==> config.mk <==
export PLATFORM = sky130hd
export DESIGN_NAME = seg7_reader
export DESIGN_NICKNAME = d
export VERILOG_FILES = /design/src/rtl/seg7_pkg.sv /design/src/rtl/seg7_decode.sv /design/src/rtl/seg7_reader.sv
export SDC_FILE = /design/constraint.sdc
export NUM_CORES = 1
export LEC_CHECK = 0
export ABC_AREA = 0
export BUFFER_PORTS_ARGS = -buffer_cell sky130_fd_sc_hd__buf_2
export CAP_MARGIN = 40
export CORE_ASPECT_RATIO = 1.4
export CORE_MARGIN = 4
export CORE_UTILIZATION = 56
export CTS_CLUSTER_DIAMETER = 30
export DETAILED_ROUTE_END_ITERATION = 10
export PLACE_DENSITY = 0.77
export SLEW_MARGIN = 20
export SYNTH_ARGS = -nofsm -noshare
export SYNTH_HDL_FRONTEND = slang
export SYNTH_HIERARCHICAL = 1
export SYNTH_SLANG_ARGS = --single-unit
==> constraint.sdc <==
create_clock -name i_clk -period 5.3 [get_ports i_clk]
set_input_delay 0.53 -clock i_clk [delete_from_list [all_inputs] [get_ports i_clk]]
set_output_delay 0.53 -clock i_clk [all_outputs]
set_load 0.005 [all_outputs]
==> src/rtl/seg7_pkg.sv <==
// Shared 7-segment definitions: segment bit order and the hex glyph table used by both
// the driver (encode) and the reader (decode) so the two sides can never disagree.
package seg7_pkg;

  typedef enum int unsigned {
    SEG_A,
    SEG_B,
    SEG_C,
    SEG_D,
    SEG_E,
    SEG_F,
    SEG_G,
    SEG_DP
  } seg_bit_e;

  // Entry n is the active-high a..g pattern for hex digit n.
  localparam logic [15:0][6:0] HEX_SEGS = {
    7'h71, 7'h79, 7'h5E, 7'h39, 7'h7C, 7'h77, 7'h6F, 7'h7F,
    7'h07, 7'h7D, 7'h6D, 7'h66, 7'h4F, 7'h5B, 7'h06, 7'h3F
  };

  typedef struct packed {
    logic [3:0] nibble;
    logic       legal;
    logic       blank;
  } seg7_dec_t;

  function automatic logic [6:0] hex_to_segs(input logic [3:0] nibble);
    return HEX_SEGS[nibble];
  endfunction

endpackage

==> src/rtl/seg7_decode.sv <==
// Combinational reverse lookup of an a..g pattern into {nibble, legal, blank}.
module seg7_decode
  import seg7_pkg::*;
(
  input  logic [6:0] segs_i,
  output seg7_dec_t  dec_o
);

  always_comb begin
    dec_o       = '0;
    dec_o.blank = (segs_i == 7'h00);
    for (int i = 0; i < 16; i++) begin
      if (segs_i == hex_to_segs(4'(i))) begin
        dec_o.nibble = 4'(i);
        dec_o.legal  = 1'b1;
      end
    end
  end

endmodule

==> src/rtl/seg7_reader.sv <==
// Samples a multiplexed common-anode 7-segment display and recovers per-digit hex values,
// decimal points and valid/blank status, with a one-cycle change strobe.
module seg7_reader
  import seg7_pkg::*;
#(
  parameter int unsigned DIGITS        = 4,
  parameter int unsigned STABLE_CYCLES = 16,
  parameter int unsigned TIMEOUT       = 65536
) (
  input  logic                  i_clk,
  input  logic                  i_reset,
  input  logic [7:0]            i_segs_n,
  input  logic [DIGITS-1:0]     i_dig_n,
  output logic [4*DIGITS-1:0]   o_digits,
  output logic [DIGITS-1:0]     o_dp,
  output logic [DIGITS-1:0]     o_valid,
  output logic [DIGITS-1:0]     o_blank,
  output logic                  o_update,
  output logic [2:0]            o_upd_idx,
  output logic                  o_err
);

  localparam int unsigned CW = (STABLE_CYCLES > 1) ? $clog2(STABLE_CYCLES) : 1;
  localparam int unsigned AW = $clog2(TIMEOUT + 1);
  localparam logic [CW-1:0] CntMax  = CW'(STABLE_CYCLES - 1);
  localparam logic [AW-1:0] AgeMax  = AW'(TIMEOUT);
  localparam logic [AW-1:0] AgeLast = AW'(TIMEOUT - 1);

  logic [7:0]        segs_s1_q, segs_s1_d, segs_s2_q, segs_s2_d, segs_prev_q, segs_prev_d;
  logic [DIGITS-1:0] dig_s1_q, dig_s1_d, dig_s2_q, dig_s2_d, dig_prev_q, dig_prev_d;
  logic [2:0]        fill_q, fill_d;
  logic [CW-1:0]     cnt_q, cnt_d;
  logic              cap_q, cap_d;
  logic [7:0]        cap_segs_q, cap_segs_d;
  logic [2:0]        cap_idx_q, cap_idx_d;

  logic [DIGITS-1:0][3:0]    digits_q, digits_d;
  logic [DIGITS-1:0]         dp_q, dp_d, valid_q, valid_d, blank_q, blank_d;
  logic [DIGITS-1:0]         pend_q, pend_d;
  logic [DIGITS-1:0][AW-1:0] age_q, age_d;
  logic                      update_q, update_d, err_q, err_d;
  logic [2:0]                upd_idx_q, upd_idx_d;

  logic [7:0]        segs;
  logic [DIGITS-1:0] dig;
  logic              eligible, fire, found;
  logic [2:0]        idx;
  logic [DIGITS-1:0] expire;
  seg7_dec_t         dec;

  assign segs = ~segs_s2_q;
  assign dig  = ~dig_s2_q;

  // Input conditioning and sample qualification.
  always_comb begin
    segs_s1_d   = i_segs_n;
    segs_s2_d   = segs_s1_q;
    segs_prev_d = segs_s2_q;
    dig_s1_d    = i_dig_n;
    dig_s2_d    = dig_s1_q;
    dig_prev_d  = dig_s2_q;
    // fill_q[2] marks that the compare register holds a real post-reset sample.
    fill_d      = {fill_q[1:0], 1'b1};

    idx = '0;
    for (int k = 0; k < DIGITS; k++) begin
      if (dig[k]) idx = 3'(k);
    end

    eligible = fill_q[2] && $onehot(dig) &&
               (segs_s2_q == segs_prev_q) && (dig_s2_q == dig_prev_q);

    cnt_d = cnt_q;
    if (!eligible) begin
      cnt_d = '0;
    end else if (cnt_q != CntMax) begin
      cnt_d = cnt_q + 1'b1;
    end
    fire = eligible && (cnt_q != CntMax) && (cnt_d == CntMax);

    cap_d      = fire;
    cap_segs_d = fire ? segs : cap_segs_q;
    cap_idx_d  = fire ? idx : cap_idx_q;
  end

  seg7_decode u_decode (
    .segs_i (cap_segs_q[6:0]),
    .dec_o  (dec)
  );

  // Age counters; a timed-out digit is only interesting if it still shows valid or blank.
  always_comb begin
    for (int k = 0; k < DIGITS; k++) begin
      expire[k] = (pend_q[k] || (age_q[k] == AgeLast)) && (valid_q[k] || blank_q[k]);
      if (cap_q && (cap_idx_q == 3'(k))) begin
        age_d[k] = '0;
      end else if (age_q[k] != AgeMax) begin
        age_d[k] = age_q[k] + 1'b1;
      end else begin
        age_d[k] = age_q[k];
      end
    end
  end

  // Store stage: a capture owns the update strobe; timeouts wait in pend_q meanwhile.
  always_comb begin
    digits_d  = digits_q;
    dp_d      = dp_q;
    valid_d   = valid_q;
    blank_d   = blank_q;
    pend_d    = expire;
    update_d  = 1'b0;
    upd_idx_d = upd_idx_q;
    err_d     = 1'b0;
    found     = 1'b0;
    if (cap_q) begin
      err_d = !dec.legal && !dec.blank;
      for (int k = 0; k < DIGITS; k++) begin
        if (cap_idx_q == 3'(k)) begin
          if (dec.legal) digits_d[k] = dec.nibble;
          dp_d[k]    = cap_segs_q[SEG_DP];
          valid_d[k] = dec.legal;
          blank_d[k] = dec.blank;
          pend_d[k]  = 1'b0;
          update_d   = (digits_d[k] != digits_q[k]) || (dp_d[k] != dp_q[k]) ||
                       (valid_d[k] != valid_q[k]) || (blank_d[k] != blank_q[k]);
        end
      end
      if (update_d) upd_idx_d = cap_idx_q;
    end else begin
      for (int k = 0; k < DIGITS; k++) begin
        if (expire[k] && !found) begin
          found      = 1'b1;
          valid_d[k] = 1'b0;
          blank_d[k] = 1'b0;
          pend_d[k]  = 1'b0;
          update_d   = 1'b1;
          upd_idx_d  = 3'(k);
        end
      end
    end
  end

  always_ff @(posedge i_clk) begin
    if (i_reset) begin
      segs_s1_q   <= '0;
      segs_s2_q   <= '0;
      segs_prev_q <= '0;
      dig_s1_q    <= '0;
      dig_s2_q    <= '0;
      dig_prev_q  <= '0;
      fill_q      <= '0;
      cnt_q       <= '0;
      cap_q       <= 1'b0;
      cap_segs_q  <= '0;
      cap_idx_q   <= '0;
      digits_q    <= '0;
      dp_q        <= '0;
      valid_q     <= '0;
      blank_q     <= '0;
      pend_q      <= '0;
      age_q       <= '0;
      update_q    <= 1'b0;
      upd_idx_q   <= '0;
      err_q       <= 1'b0;
    end else begin
      segs_s1_q   <= segs_s1_d;
      segs_s2_q   <= segs_s2_d;
      segs_prev_q <= segs_prev_d;
      dig_s1_q    <= dig_s1_d;
      dig_s2_q    <= dig_s2_d;
      dig_prev_q  <= dig_prev_d;
      fill_q      <= fill_d;
      cnt_q       <= cnt_d;
      cap_q       <= cap_d;
      cap_segs_q  <= cap_segs_d;
      cap_idx_q   <= cap_idx_d;
      digits_q    <= digits_d;
      dp_q        <= dp_d;
      valid_q     <= valid_d;
      blank_q     <= blank_d;
      pend_q      <= pend_d;
      age_q       <= age_d;
      update_q    <= update_d;
      upd_idx_q   <= upd_idx_d;
      err_q       <= err_d;
    end
  end

  assign o_digits  = digits_q;
  assign o_dp      = dp_q;
  assign o_valid   = valid_q;
  assign o_blank   = blank_q;
  assign o_update  = update_q;
  assign o_upd_idx = upd_idx_q;
  assign o_err     = err_q;

endmodule

==> run summary <==
status: finished clean
first-pass GRT wire length: 25700 µm
RSZ-0062 raised after global routing: no
WHS Path Cells: 2
grt ovf: 0
Clock Tree Buf Depth: 2
Post-Syn Instances: 789
post-CTS resize count: 0
post-layout util: 0.634
RePlAce Congestion: 0.941
Primary FF master, synth: dfxtp_1
Final Critical Period: 3.35 ns
I/O Buffers: 45
Post-synth EDFFs: 0
synthesis-stage register bit count: 158
Setup CP Type: reg -> reg
Die Area: 14600 µm²
Slew @ Worst Pin: 0.832 ns
pre-CTS WS: 2.00 ns
Crit Path Max Fanout: 13
GRT Util Overall: 0.219
min-delay src: i_segs_n[4]
Synth Warn #: 6
Vert. Die Dim: 141 µm
Crit path required time: 5.63 ns
fin cells: 985
initial core utilization: 0.573
async set-reset flop share out of synthesis: 0
Power Total: 2.49 mW
clock root cell: clkbuf_16
Initial DRC Count: 229
Final Setup Violations: 0
Placeable Area: 12400 µm²
Final Max Tran Viols: 0
crit share post-route: 0.632
syn_nets: 819
P&R area growth vs syn: 10.6%
antenna violations before repair: 0
endpoints failing hold: 0
slew margin rel.: 0.445
routed wire length: 15200 µm
I/O pin total: 47
crit path DAT: 3.68 ns
setup bufs post-CTS: 0
Max-Cap Viols: 0
sequential area share after synthesis: 0.446
CTS tree: built
Post-Place Cell Area: 7250 µm²
via count: 5632
CTS Buf Count: 17
first-pass iteration count of the detailed router: 6
Synth cell types: 69
Inst Count DP: 952
Worst R2R Path Depth: 12
max frequency: 299 MHz
worst reg2reg path startpoint: cap_segs_q[4]$_SDFFE_PP0P_
syn avg cell area: 8.99 µm²
Hold Crit Class: in -> reg
clk_lat worst skew: 0.43 ns
largest net degree at the start of global routing: 81
final worst slack: 1.95 ns
R2R Path End: o_upd_idx[0]$_SDFFE_PP0P_
vias in the first global route: 5593
setup TNS: 0 ns
leakage: 3.21 nW
Final nets: 852
CP endpoint kind: flop
Clock Pin Slew Worst Setup and Hold Paths: 0.07 ns
diode count: 0
post-route ant nets: 0
dpl hpwl: 10800 µm
vias per cell: 5.72
hold path endpoint: segs_s1_q[4]$_SDFF_PP0_
VDD IR max: 0.217 mV
synthesized cell area: 7090 µm²
total clock sinks: 158
Hold Slack: 0.306 ns
R2R Setup Slk: 1.95 ns
DRC viols: 0
final instance area: 7850 µm²
Routed WL per cell: 15.4 µm
depth of the CTS H-tree: 4
Cell Pwr Density: 318 nW/µm²
layout cell share with drive strength beyond 1: 0.117
# rows: 48
Final Skew: 0.00890 ns
Die Wd: 103 µm
CTS Hold Buffers Added: 0
Setup crit start kind: flop
[Yosys cell counts, drive strengths merged (15+ instances only)]
cell	count	area (µm²)
nor2b	29	181
nor2	128	480
o21ai	25	125
nand2	48	180
nor4	17	113
xnor2	34	298
xor2	45	402
and3	17	108
clkbuf	20	139
a21oi	32	160
inv	35	131
nand3	33	165
ha	15	188
dfxtp	158	3160
mux2i	31	310
nand4	21	138
[sequential cells by signal, indices dropped and copies added (netlist names)]
signal       flops
cnt_q            4
o_dp             4
cap_idx_q        2
age_q           68
o_upd_idx        2
dig_s1_q         4
cap_segs_q       8
o_update         1
o_valid          4
segs_prev_q      8
o_err            1
cap_q            1
segs_s1_q        8
segs_prev_d      8
pend_q           4
fill_q           3
dig_prev_q       4
dig_prev_d       4
o_blank          4
o_digits        16
[cells in the final DEF, fill, tap and decap left out, types with 2 or more instances in the layout]
cell       netlist  routed
inv_6            0       5
o2111ai_1        3       3
nand4b_1         2       2
xnor2_1         34      34
nor4b_1          5       5
o211ai_1         3       3
nand3b_1         2       2
dfxtp_1        158     158
ha_1            15      15
inv_1           33      33
inv_2            2       2
o21ai_0         24      24
nor2_1         128     128
nand4_1         20      20
nor3b_1          2       2
inv_8            0       5
nor2b_1         29      29
mux2i_1         31      31
a22oi_1          2       2
nor3_1          10      10
a211o_1          2       2
and3_1          16      16
a21oi_1         32      32
mux2_2           3       3
o22ai_1          6       6
nand2_1         48      48
a211oi_1         4       4
nor4_1          16      16
clkinv_8         0       3
clkbuf_16        0      17
nand2b_1         3       3
nand3_1         33      33
or3_1           12      12
buf_2            2      45
o22a_1           2       2
buf_4            3       2
xor2_1          44      44
[power by group]
group          switching, mW  leakage [nW]  internal (mW)  total (mW)
Sequential            0.0145          1.28           1.21        1.22
Combinational         0.0416          1.64         0.0309      0.0725
Clock                  0.566         0.287          0.635        1.20
Total                  0.622          3.21           1.87        2.49
[kinds of logic (layout without fill, tap and decap cells)]
group	Yosys count	count (layout)	synth area share
other	1	1	0.000529
adder cells (fa/ha/maj)	16	16	0.0293
flip-flops	158	158	0.446
AO/OA/AOI/OAI	92	92	0.0815
XOR/XNOR	79	79	0.0986
multiplexers	34	34	0.0485
buffers and inverters	69	115	0.0568
AND/OR/NAND/NOR	340	340	0.239
[worst max-delay path, stage by stage, from the launching register on]
cell,delay [ns]
dfxtp_1,0.43
or4_4,0.58
or2_0,0.26
o311a_1,0.15
o2111ai_1,0.15
clkbuf_4,0.28
nand2_1,0.07
a211o_1,0.28
o32ai_1,0.31
o2111ai_1,0.17
nand4_2,0.17
nand3_1,0.12
a221oi_2,0.28
[cell type report]
class                      count  area [µm²]
clock buffer                  17         425
clock inverter                15         165
fill                        1014        4520
inverter                      35         131
multi-input combinational    562        3530
sequential                   158        3160
tap                          150         188
timing repair buffer          48         248
[per-layer routing]
metal,wire length (µm),GRT usage,part of all wire
met5,0,0,0
met1,5960,0.238,0.39
met3,679,0.0594,0.045
met4,286,0.0675,0.019
met2,8270,0.402,0.54
[how the worst max path moves through the flow]
stage                                endpoint                  startpoint  slack [ns]
finish              o_upd_idx[0]$_SDFFE_PP0P_  cap_segs_q[4]$_SDFFE_PP0P_        1.95
global route        o_upd_idx[1]$_SDFFE_PP0P_  cap_segs_q[4]$_SDFFE_PP0P_        1.76
CTS                 o_upd_idx[0]$_SDFFE_PP0P_  cap_segs_q[3]$_SDFFE_PP0P_        1.91
detailed placement  o_upd_idx[0]$_SDFFE_PP0P_  cap_segs_q[3]$_SDFFE_PP0P_        2.00
global placement    o_upd_idx[0]$_SDFFE_PP0P_  cap_segs_q[4]$_SDFFE_PP0P_        2.15
floorplan           o_upd_idx[0]$_SDFFE_PP0P_  cap_segs_q[5]$_SDFFE_PP0P_        2.50
No activity file was read; power rests on OpenSTA's default activity.
